==> config.mk <==
export PLATFORM = sky130hd
export DESIGN_NAME = if_id_stage
export DESIGN_NICKNAME = d
export VERILOG_FILES = /design/src/rtl/if_id_stage_pkg.sv /design/src/rtl/fetch_skid.sv /design/src/rtl/if_id_stage.sv
export SDC_FILE = /design/constraint.sdc
export NUM_CORES = 1
export LEC_CHECK = 0
export CAP_MARGIN = 5
export CELL_PAD_IN_SITES_DETAIL_PLACEMENT = 1
export CELL_PAD_IN_SITES_GLOBAL_PLACEMENT = 1
export CORE_MARGIN = 3
export CORE_UTILIZATION = 38
export CTS_CLUSTER_DIAMETER = 40
export DETAILED_ROUTE_END_ITERATION = 8
export GPL_ROUTABILITY_DRIVEN = 0
export PLACE_DENSITY_LB_ADDON = 0.1
export SYNTH_ARGS = -nofsm -noshare
export SYNTH_HDL_FRONTEND = slang
export SYNTH_SLANG_ARGS = --single-unit
==> constraint.sdc <==
create_clock -name clk -period 2.1 [get_ports clk]
set_input_delay 0.42 -clock clk [delete_from_list [all_inputs] [get_ports clk]]
set_output_delay 0.42 -clock clk [all_outputs]
set_load 0.005 [all_outputs]
==> src/rtl/if_id_stage_pkg.sv <==
// if_id_stage_pkg: shared widths, encodings and exception bit positions for the fetch/decode boundary
package if_id_stage_pkg;
  localparam int ADDR_W = 32;
  localparam int DATA_W = 32;
  localparam logic [DATA_W-1:0] ZERO_WORD = '0;
  localparam logic [DATA_W-1:0] NOP_INST = ZERO_WORD;
  localparam int EXC_IADEL = 4;
  typedef enum logic {RUN, HOLD} skid_state_e;
endpackage

==> src/rtl/fetch_skid.sv <==
// fetch_skid: holds the IRAM word that arrives on the first stalled cycle until the stall releases
module fetch_skid
  import if_id_stage_pkg::*;
(
  input  logic              clk,
  input  logic              rst,
  input  logic              capture,
  input  logic              resume,
  input  logic [DATA_W-1:0] rdata,
  output logic [DATA_W-1:0] word,
  output logic              held
);
  skid_state_e state, state_d;
  // state register
  always_ff @(posedge clk)
    state <= rst ? RUN : state_d;
  // resume (unstall or flush) always wins; capture only matters while not resuming
  always_comb begin
    state_d = state;
    if (resume) state_d = RUN;
    else if (capture) state_d = HOLD;
  end
  // only the first stalled cycle carries a valid IRAM word, later ones are ignored
  always_ff @(posedge clk)
    if (rst) word <= ZERO_WORD;
    else if (state == RUN && capture && !resume) word <= rdata;
  assign held = (state == HOLD);
endmodule

==> src/rtl/if_id_stage.sv <==
// if_id_stage: IF/ID pipeline register with one-cycle IRAM latency, stall skid and flush bubbles
module if_id_stage
  import if_id_stage_pkg::*;
#(
  parameter logic [ADDR_W-1:0] RESET_PC = 32'h0000_0000
) (
  input  logic              clk,
  input  logic              rst,
  input  logic              stall,
  input  logic              flush,
  input  logic [ADDR_W-1:0] if_pc,
  input  logic [DATA_W-1:0] if_excp,
  input  logic              iram_en,
  input  logic [DATA_W-1:0] iram_rdata,
  output logic [ADDR_W-1:0] id_pc,
  output logic [DATA_W-1:0] id_inst,
  output logic [DATA_W-1:0] id_excp,
  output logic              id_valid
);
  logic [ADDR_W-1:0] s1_pc;
  logic [DATA_W-1:0] s1_excp, skid_word, src;
  logic              s1_valid, held;
  fetch_skid u_skid (
    .clk     (clk),
    .rst     (rst),
    .capture (stall),
    .resume  (!stall || flush),
    .rdata   (iram_rdata),
    .word    (skid_word),
    .held    (held)
  );
  assign src = held ? skid_word : iram_rdata;
  // request register: tracks which address the IRAM word arriving next cycle belongs to
  always_ff @(posedge clk)
    if (rst || flush) begin
      s1_valid <= 1'b0;
      s1_pc    <= RESET_PC;
      s1_excp  <= ZERO_WORD;
    end else if (!stall) begin
      s1_valid <= iram_en;
      s1_pc    <= if_pc;
      s1_excp  <= if_excp;
    end
  // decode register: pairs s1 with its word, squashing misaligned fetches and stale words
  always_ff @(posedge clk)
    if (rst || flush) begin
      id_valid <= 1'b0;
      id_pc    <= RESET_PC;
      id_inst  <= NOP_INST;
      id_excp  <= ZERO_WORD;
    end else if (!stall) begin
      id_valid <= s1_valid;
      id_pc    <= s1_valid ? s1_pc : RESET_PC;
      id_excp  <= s1_valid ? s1_excp : ZERO_WORD;
      id_inst  <= (s1_valid && !s1_excp[EXC_IADEL]) ? src : NOP_INST;
    end
endmodule

# After elaboration in Yosys (flattened, before gate mapping)
# Cells that the tools add are included.
# word_totals
ff_bits	195
out_inout_bits	97
# op_classes
mux	4
bitwise	1
n_reduce_logical	9
# ops
op	count
$mux 32	4
$logic_and 1x1->1	3
$logic_not 1->1	3
$logic_or 1x1->1	2
$reduce_or 2->1	1
$not 1->1	1

# Depth between registers and ports, before layout
# depth
word_depth	4
mapped_depth	7
ltp_nobuf	3

# By module
# Synthesis repeated with hierarchy kept, for this count alone.
# unflattened
hier_cells	715
hier_area_um2	7413.4
# modules_own_cells
mod	instances	cells_per_inst	area_per_inst_um2
if_id_stage	1	572	5911.9
fetch_skid	1	143	1501.4

# Worst setup path after synthesis
# Ideal clock, no wire load.
# synth_timing
path_type	input -> register
from	input stall
to	register u_skid.word[10]
setup_ns	0.132
t_arrival_ns	1.275
required_ns	1.968
slack_ns	0.693
stages	6
path_cell_list	buf_2 or3b_1 buf_2 buf_6 nand2_1 a21oi_1
# synth_via
elab_chain_len	4
# synth_lines
element	line	text
start, declared	if_id_stage.sv:9	input logic stall,
$logic_not 1->1	n/a	
$logic_or 1x1->1	if_id_stage.sv:27	.resume (!stall || flush),
$logic_not 1->1	fetch_skid.sv:26	else if (state == RUN && capture && !resume) word <= rdata;
$logic_and 1x1->1 *	fetch_skid.sv:26	
end signal, assigned	fetch_skid.sv:26	
end, declared	fetch_skid.sv:10	output logic [DATA_W-1:0] word,
# Mark *: on every way between the ends. The rest lies on a longest branch, timed or not.
# A chain may end at the register's enable or synchronous reset.

# Worst setup path in the final report
# layout_timing
from	register id_pc[30]
to	output id_pc[30]
# layout_rtl
element	line	text
start, declared	if_id_stage.sv:15	output logic [ADDR_W-1:0] id_pc,
start signal, assigned	if_id_stage.sv:53	id_pc <= s1_valid ? s1_pc : RESET_PC;
# No word-level cell between the ends.

==> qor.txt <==
Startpoint Class -> register
post-CTS setup buffer count -> 0
full die area -> 19,400 µm²
Final setup viols -> 0
multi-input logic area -> 2540 µm²
Final Cycle Share -> 84.3%
Design Area, Final -> 9490 µm²
Num CTS Buffers -> 17
nets@finish -> 930
Pwr Density -> 781 nW/µm²
CTS Sinks -> 195
unrepaired setup endpoints after global routing -> false
Max VDD drop -> 0.591 mV
Hold Buf Count CTS -> 0
DR vias/cell -> 5.00
yosys warns -> 0
CP Cell Sequence -> clkdlybuf4s50_1
post-synth design cell area -> 6750 µm²
root buffer cell -> clkbuf_16
I/O Buffers -> 197
WP data arrival -> 1.35 ns
H-tree depth -> 4
Setup crit end kind -> output port
Reg2Reg Launch Point -> u_skid.held$_SDFFE_PP0P_
CP peak stage delay -> 0.58 ns
Row Count -> 48
Synth Instances -> 639
DP Wirelength -> 13,000 µm
outcome -> finished clean
r2r setup slk -> 0.68 ns
Sequential Area -> 3910 µm²
worst setup path startpoint -> id_pc[30]$_SDFFE_PP0N_
I/O Pins -> 198
Antenna diodes -> 0
Max Root-Sink Buffers -> 2
first-pass GRT wire length -> 30,200 µm
buffer and inverter count on the worst path -> 1
crit path max-delay cell type -> clkdlybuf4s50_1
vias in the first global route -> 5,774
DRT Wirelength -> 18,800 µm
sequential element share of the synthesized area -> 57.8%
Max Freq -> 0.565 GHz
starting DRC count in detailed routing -> 249
largest net degree at the start of global routing -> 66
Routed WL per cell -> 17.6 µm
Worst Path Required -> 1.68 ns
syn avg cell area -> 10.6 µm²
Die W -> 139 µm
Max Slew Vio Count -> 0
Worst-path clk slew -> 0.07 ns
synthesis-to-finish area growth -> 40.6%
post-cts sizing count -> 0
layout cells sized above 1 -> 6.90%
core footprint -> 17,400 µm²
endpoints failing hold -> 0
Area after DPL -> 8950 µm²
Final ANT Viol Nets -> 0
die span in y -> 139 µm
CP delay by family, top -> buffers and inverters
WS Path Type -> register to output port
DRT Pass-1 Iters -> 4
antenna violations before repair -> 0
Skew-Pair Late Insertion Delay -> 0.43 ns
CP max FO -> 2
vias -> 5,331
min cycle time layout -> 1.77 ns
Total GRT Usage -> 19.4%
syn_nets -> 740
Leak -> 0.00364 µW
Tightest Pin Transition -> 0.641 ns
Slew headroom -> 57.3%
Min-Delay Path Class -> register to register
min-delay src -> id_inst[4]$_SDFFE_PP0N_
pre-CTS setup slack -> 0.0668 ns
max cap viols -> 0
TNS Setup -> 0 ns
Netlist cell types -> 19
drt drc -> 0
TritonCTS clock tree -> yes
synthesized flop and latch total -> 195
fillers -> 1,864
Final Skew -> 0.0123 ns
setup ws final -> 0.329 ns
Initial Utilization -> 38.9%
grt ovf -> 0
## state kept, by name (all words and copies together) (netlist names)
| signal | flops |
|---|---|
| s1_valid | 1 |
| id_inst | 32 |
| s1_excp | 32 |
| u_skid.held | 1 |
| id_excp | 32 |
| id_valid | 1 |
| u_skid.word | 32 |
| s1_pc | 32 |
| id_pc | 32 |
## worst paths after layout
| kind | endpoint | cells past startpoint |
|---|---|---|
| max | id_pc[30] | 1 |
| min | id_inst[4]$_SDFFE_PP0N_ | 2 |
| max reg2reg | id_inst[24]$_SDFFE_PP0N_ | 3 |
| min reg2reg | id_inst[4]$_SDFFE_PP0N_ | 2 |
## placed cells by master, fill, tap and decap left out, types with 4 or more instances in the layout
cell	count
a21oi_1	32
a22o_1	64
buf_12	5
buf_4	21
clkbuf_1	4
clkbuf_16	17
clkdlybuf4s50_1	196
clkinvlp_4	4
dfxtp_1	194
mux2i_1	97
nand2_1	96
nor2_1	65
o21ai_1	30
## power breakdown
part	internal [µW]	switching, µW
logic	306	243
clock network	1650	1410
registers	3770	40.4
total	5720	1690
## cell type report
class | instances | area share (%)
timing repair buffer | 222 | 23.4
multi-input combinational | 393 | 26.8
tap | 225 | 2.97
sequential | 195 | 41.1
clock inverter | 10 | 1.11
clock buffer | 21 | 4.64
## cell usage after synthesis (all sizes together)
master / count / area, µm²
a21o: 1 / 7.51
nor3b: 2 / 20.0
or2: 1 / 6.26
clkbuf: 4 / 15.0
mux2i: 97 / 971
a22o: 64 / 561
or3b: 1 / 8.76
nand2b: 1 / 6.26
nand2: 96 / 360
nor2: 65 / 244
a21oi: 32 / 160
nor4b: 1 / 23.8
o21ai: 32 / 160
buf: 47 / 302
dfxtp: 195 / 3900
## kinds of logic (layout without fill, tap and decap cells)
kind of cell | count (synthesis) | after routing | share of synthesized area [%]
compound gates | 129 | 129 | 13.2
buf+inv | 51 | 253 | 4.69
flops | 195 | 195 | 57.8
mux | 97 | 97 | 14.4
simple gates | 167 | 167 | 9.92
## routing by layer
metal  part of all wire (%)  global-route usage [%]  vias to the layer above
met2                     51                    33.5                      132
met1                     42                    22.8                     2601
met4                    1.3                    5.87                        0
met5                      0                       0                        -
li1                       -                       -                     2579
met3                    6.4                    6.70                       19
## stage by stage
step                      cells  hold WS [ns]  power [µW]  util, %
final                      1066         0.449        7420     54.7
after detailed placement   1035         0.441        4450     51.5
after global routing       1066         0.478        7720     54.7
after CTS                  1066         0.451        7490     54.7
after global placement     1035         0.434        4430     51.5
after floorplan             639         0.436        4160        -
(Power assumes the default switching activity.)
